## src/rtl/t_counter_3bit_pkg.sv

```systemverilog
// Shared constants for the 3-bit T-flip-flop sequence counter (0 -> 4 -> 7 -> 2 -> 3 -> 0).
// The is_illegal() helper backs the optional flag enabled by T_COUNTER_3BIT_ILLEGAL_FLAG_EN.
package t_counter_3bit_pkg;

  localparam int unsigned STATE_W = 3;

  typedef logic [STATE_W-1:0] state_t;

  // Main-cycle codes, in visiting order
  localparam state_t ST_0 = 3'd0;
  localparam state_t ST_4 = 3'd4;
  localparam state_t ST_7 = 3'd7;
  localparam state_t ST_2 = 3'd2;
  localparam state_t ST_3 = 3'd3;

  // Codes outside the main cycle; each recovers into it after one clock
  localparam state_t ILL_1 = 3'd1;
  localparam state_t ILL_5 = 3'd5;
  localparam state_t ILL_6 = 3'd6;

  function automatic logic is_illegal(input state_t code);
    return (code == ILL_1) || (code == ILL_5) || (code == ILL_6);
  endfunction

endpackage

```

## src/rtl/t_counter_3bit_t_flip_flop.sv

```systemverilog
// Single T flip-flop with asynchronous active-high clear; toggles on rising clk when t is 1.
module t_flip_flop (
  input  logic clk,
  input  logic reset,
  input  logic t,
  output logic q
);

  logic q_q;
  logic q_d;

  always_comb begin
    q_d = q_q ^ t;
  end

  always_ff @(posedge clk or posedge reset) begin
    if (reset) begin
      q_q <= 1'b0;
    end else begin
      q_q <= q_d;
    end
  end

  assign q = q_q;

endmodule

```

## src/rtl/t_counter_3bit.sv

```systemverilog
// 3-bit sequence counter 0 -> 4 -> 7 -> 2 -> 3 -> 0 built from three T flip-flops.
// Define T_COUNTER_3BIT_ILLEGAL_FLAG_EN to add the combinational illegal-code output.
module t_counter_3bit
  import t_counter_3bit_pkg::*;
(
  input  logic               clk,
  input  logic               reset,
`ifdef T_COUNTER_3BIT_ILLEGAL_FLAG_EN
  output logic               illegal,
`endif
  output logic [STATE_W-1:0] q
);

  logic q0;
  logic q1;
  logic q2;
  logic t0;
  logic t1;
  logic t2;

  // Toggle equations also fold codes 1, 5 and 6 back into the main cycle in one step
  always_comb begin
    t0 = q1 | q2;
    t1 = (q0 & ~q2) | (q2 & ~q1);
    t2 = (~q2 & ~q1) | (q0 & q2);
  end

  t_flip_flop u_ff0 (
    .clk   (clk),
    .reset (reset),
    .t     (t0),
    .q     (q0)
  );

  t_flip_flop u_ff1 (
    .clk   (clk),
    .reset (reset),
    .t     (t1),
    .q     (q1)
  );

  t_flip_flop u_ff2 (
    .clk   (clk),
    .reset (reset),
    .t     (t2),
    .q     (q2)
  );

  assign q = {q2, q1, q0};

`ifdef T_COUNTER_3BIT_ILLEGAL_FLAG_EN
  assign illegal = is_illegal(q);
`endif

endmodule

```

## config.mk

```make
export PLATFORM = sky130hd
export DESIGN_NAME = t_counter_3bit
export DESIGN_NICKNAME = d
export VERILOG_FILES = /design/src/rtl/t_counter_3bit_pkg.sv /design/src/rtl/t_counter_3bit_t_flip_flop.sv /design/src/rtl/t_counter_3bit.sv
export SDC_FILE = /design/constraint.sdc
export NUM_CORES = 1
export LEC_CHECK = 0
export ABC_AREA = 1
export BUFFER_PORTS_ARGS = -buffer_cell sky130_fd_sc_hd__buf_2
export CAP_MARGIN = 5
export CORE_AREA = 4 4 41 43
export CTS_BUF_LIST = sky130_fd_sc_hd__clkbuf_16
export DETAILED_ROUTE_END_ITERATION = 8
export DIE_AREA = 0 0 45 47
export SYNTH_ARGS = -nofsm -noshare
export SYNTH_HDL_FRONTEND = slang
export SYNTH_SLANG_ARGS = --single-unit
```

## constraint.sdc

```tcl
create_clock -name clk -period 1.87 [get_ports clk]
set_input_delay 0.0935 -clock clk [delete_from_list [all_inputs] [get_ports clk]]
set_output_delay 0.0935 -clock clk [all_outputs]
set_load 0.03 [all_outputs]
```

=== Word level (Yosys, flattened, before mapping) ===
Index checks and enable logic that the tools add are counted.

* Output and inout bits: 3
* Register bits after elaboration: 3

* Bitwise logic cells: 12

{| class="wikitable"
|+ Operators by type and width
! kind !! count
|-
| $and A1 B1 Y1 || 4
|-
| $or A1 B1 Y1 || 3
|-
| $xor A1 B1 Y1 || 3
|-
| $not A1 Y1 || 2
|}

=== Depth between registers and ports, before layout ===
* Word-level depth: 4
* Mapped depth: 3
* Mapped depth without buffers: 3

=== Hierarchy ===
From an unflattened synthesis, not the netlist that was laid out.

* Cells, all modules: 32
* Area, all modules: 200.2 um^2

{| class="wikitable"
|+ Modules (own cells, without submodules)
! module !! area each (um^2) !! times used !! cells each
|-
| t_flip_flop || 47.5 || 3 || 7
|-
| t_counter_3bit || 57.6 || 1 || 11
|}

=== Least setup slack after synthesis ===
No wires, ideal clock.

* Path type: register to register
* From: register u_ff1.q_q (netlist: u_ff1.q)
* To: register u_ff0.q_q (netlist: u_ff0.q)
* Setup slack: 1.160 ns
* Cell stages (with the launch flop): 3
* Arrival: 0.587 ns
* Setup time: 0.123 ns
* Cells stage by stage: dfrtp_1 > o21ai_0 > nand2_1

* Cells in the longest elaborated chain, start to end: 2

{| class="wikitable"
|+ RTL lines
! what !! line !! source
|-
| start: declaration || t_counter_3bit_t_flip_flop.sv:9 || <nowiki>logic q_q;</nowiki>
|-
| start signal: assignment || t_counter_3bit_t_flip_flop.sv:20 || <nowiki>q_q <= q_d;</nowiki>
|-
| $or A1 B1 Y1 || t_counter_3bit.sv:23 || <nowiki>t0 = q1 | q2;</nowiki>
|-
| $xor A1 B1 Y1 || t_counter_3bit_t_flip_flop.sv:13 || <nowiki>q_d = q_q ^ t;</nowiki>
|-
| named net u_ff0.q_d || t_counter_3bit_t_flip_flop.sv:10 || <nowiki>logic q_d;</nowiki>
|-
| end signal: assignment || t_counter_3bit_t_flip_flop.sv:20 ||
|-
| end: declaration || t_counter_3bit_t_flip_flop.sv:9 ||
|}

The timed path passes the listed nets, and every way through them passes these cells.

=== Final worst setup path ===
* From: register u_ff1.q_q (netlist: u_ff1.q)
* To: output q[1]

{| class="wikitable"
|+ RTL lines
! what !! line !! source
|-
| end: declaration || t_counter_3bit.sv:11 || <nowiki>output logic [STATE_W-1:0] q</nowiki>
|}

No word-level cell between the ends.

==> run_results.csv <==
group,metric,value,unit
placement,pre_cts_slack,1.10,ns
setup_path,r2r_end,"u_ff0.q",
final_layout,fillers,153,
global_route,grt_max_degree,6,
final_layout,final_core_util,19.4,%
setup_path,cp_slowest_cell,"dfrtp_1",
setup_path,path_max_fanout,5,
setup_path,path_cells,"buf_2",
final_layout,layout_commonest_cell,"inv_1",
route,met1Wirelength,123,um
sta,timing_hold_violations_final,0,
clock_tree,clk_path_buf_depth,2,
route,first_pass_iters,4,
setup_path,crit_type,"flip-flop to primary output",
global_route,grt_pass1_vias,136,
setup_path,end_kind,"primary output",
global_route,antenna_found_initial,0,
sta,fin_setup_tns,0,ns
clock_tree,cts.clk_slew.worst_paths,0.03,ns
route,top_layer_used,"met3",
die,num_rows,13,
route,wl_met2,139,um
route,post-route-drc-count,0,
power_and_ir_drop,p_comb_share,1.0,%
route,postRouteWirelength,297,um
power_and_ir_drop,intPower,0.000343,W
die,die_h,47,um
setup_path,slowest_delay,0.38,ns
power_and_ir_drop,clkPwrFrac,82.8,%
power_and_ir_drop,p_leak,0.138,nW
setup_path,reg2reg_depth,2,
die,dieWidth,45,um
logic_synthesis,avgSynthCellArea,8.20,um^2
placement,placed_cells,34,
die,io_pins,5,
final_layout,fin_cells,39,
final_layout,final_cell_mix,"5 x inv_1, 4 x nand2_1, 4 x buf_2",
final_layout,diodes,0,
clock_tree,cts_tree,"done",
final_layout,areaGrowthSynthToFinish,71.2,%
logic_synthesis,netlist_area,148,um^2
power_and_ir_drop,power,0.000403,W
sta,fin_crit,0.915,ns
outcome,status,"complete, no violations",
setup_path,crit_arrival,0.82,ns
clock_tree,htree_levels,1,
die,core_area,0.00130,mm^2
sta,worstMarginPinSlew,0.159,ns
power_and_ir_drop,ir_drop,308,uV
logic_synthesis,ys_warn_count,0,
route,viasPerCell,2.95,
clock_tree,insertion_delay,0.22,ns
power_and_ir_drop,p_seq_share,16.2,%
placement,portBuffers,4,
placement,gp_congestion,0.577,
worst_hold_path,worstHoldPathType,"input port to async pin",
final_layout,nets,27,
logic_synthesis,synth_cell_types,6,
clock_tree,cts.sinks,3,
sta,rsz0062_at_grt,"no",
sta,setup_ws,0.955,ns
final_layout,drive_gt1_share,29.2,%
route,ant_nets,0,
setup_path,worstPathRequired,1.78,ns
route,wl_met3,34,um
die,start_util,11.3,%
die,fp.dieArea,0.00212,mm^2
power_and_ir_drop,p_sw_share,14.8,%
logic_synthesis,syn_inst,18,
logic_synthesis,syn_nets,20,
clock_tree,numCtsBuffers,3,
setup_path,crit_buf_inv,1,
setup_path,startpoint,"u_ff1.q",
logic_synthesis,synth-seq-area-share,50.8,%
global_route,grt-ovfl-total,0,
sta,maxSlewViolCount,0,
sta,period_share,48.9,%
power_and_ir_drop,p_per_area,1600,mW/mm^2
route,detailedRoute.firstIterationViolations,2,
flow_run,maxCapViolations,0,
sta,setup_viol,0,
route,num_vias,115,
sta,relSlewSlack,89.3,%
setup_path,rrSetupSlack,1.10,ns
setup_path,critPathLaunchType,"flip-flop",
sta,fmax,1090,MHz
clock_tree,ctsRootBufferMaster,"clkbuf_16",
global_route,grt_pass1_wl,483,um
setup_path,reg2reg_from,"u_ff1.q",
global_route,grtUsageTotal,4.44,%
logic_synthesis,synth-seq-cells,3,
setup_path,critPathTopFamily,"flip-flops",
power_and_ir_drop,power.switching,0.0000598,W
sta,final.setup_skew,0.000151,ns
route,avgRoutedWirePerCell,7.62,um
placement,dp_hpwl,189,um
-- synthesized netlist by cell type --
library cell	number	area, um^2
buf_4	3	22.5
nand3_1	2	10.0
inv_1	4	15.0
nand2_1	4	15.0
dfrtp_1	3	75.1
o21ai_0	2	10.0
-- routing by layer --
metal	global-route usage [%]	vias up
li1	-	62
met1	2.98	49
met2	4.52	4
met3	4.60	0
met4	8.77	0
met5	0	-
-- flip-flops by register name (all words and copies together) (netlist names) --
register / flops
u_ff0.q: 1
u_ff2.q: 1
u_ff1.q: 1
-- kinds of logic (layout without fill, tap and decap cells) --
kind of cell | count (synthesis) | count (layout) | synth area share [%]
AOI/OAI and AO/OA | 2 | 2 | 6.78
buffers and inverters | 7 | 13 | 25.4
DFF | 3 | 3 | 50.8
and+or+nand+nor | 6 | 6 | 16.9
-- how the worst max path moves through the flow --
stage | endpoint | cells after the start | slack, ns
final | q[1] | 1 | 0.95
after global placement | u_ff0.q | 2 | 1.11
after global routing | q[1] | 1 | 0.93
after detailed placement | u_ff0.q | 2 | 1.10
after CTS | q[1] | 1 | 0.94
after floorplan | u_ff0.q | 2 | 1.16
-- through the flow --
step                      hold slack (ns)  instance area [um^2]
after floorplan                    -0.153                   148
after global placement            -0.0370                   164
after detailed placement          -0.0357                   164
after CTS                           0.279                   253
after global routing                0.317                   253
final                               0.280                   253
-- layout make-up --
| class | instances | area [um^2] | share of cell area [%] |
|---|---|---|---|
| multi-input combinational | 8 | 35.0 | 13.9 |
| tap | 15 | 18.8 | 7.43 |
| clock buffer | 3 | 75.1 | 29.7 |
| timing repair buffer | 5 | 30.0 | 11.9 |
| inverter | 4 | 15.0 | 5.94 |
| sequential | 3 | 75.1 | 29.7 |
| clock inverter | 1 | 3.75 | 1.49 |
-- power by group through the flow --
stage / Clock (W) / Combinational [W] / Sequential [W]
2_1_floorplan: 0 / 0.00000113 / 0.0000661
3_3_place_gp: 0 / 0.00000234 / 0.0000661
3_5_place_dp: 0 / 0.00000237 / 0.0000661
4_1_cts: 0.000343 / 0.00000399 / 0.0000654
5_1_grt: 0.000349 / 0.00000457 / 0.0000653
6_report: 0.000334 / 0.00000385 / 0.0000654
-- repair_timing --
item / in CTS / in global routing
hold buffers: 1 / 0
endpoints found under the hold margin: 3 / 0
setup buffers: 0 / 0
setup endpoints to repair: 0 / 0
resized for setup: 0 / 0
(Power assumes the default switching activity.)
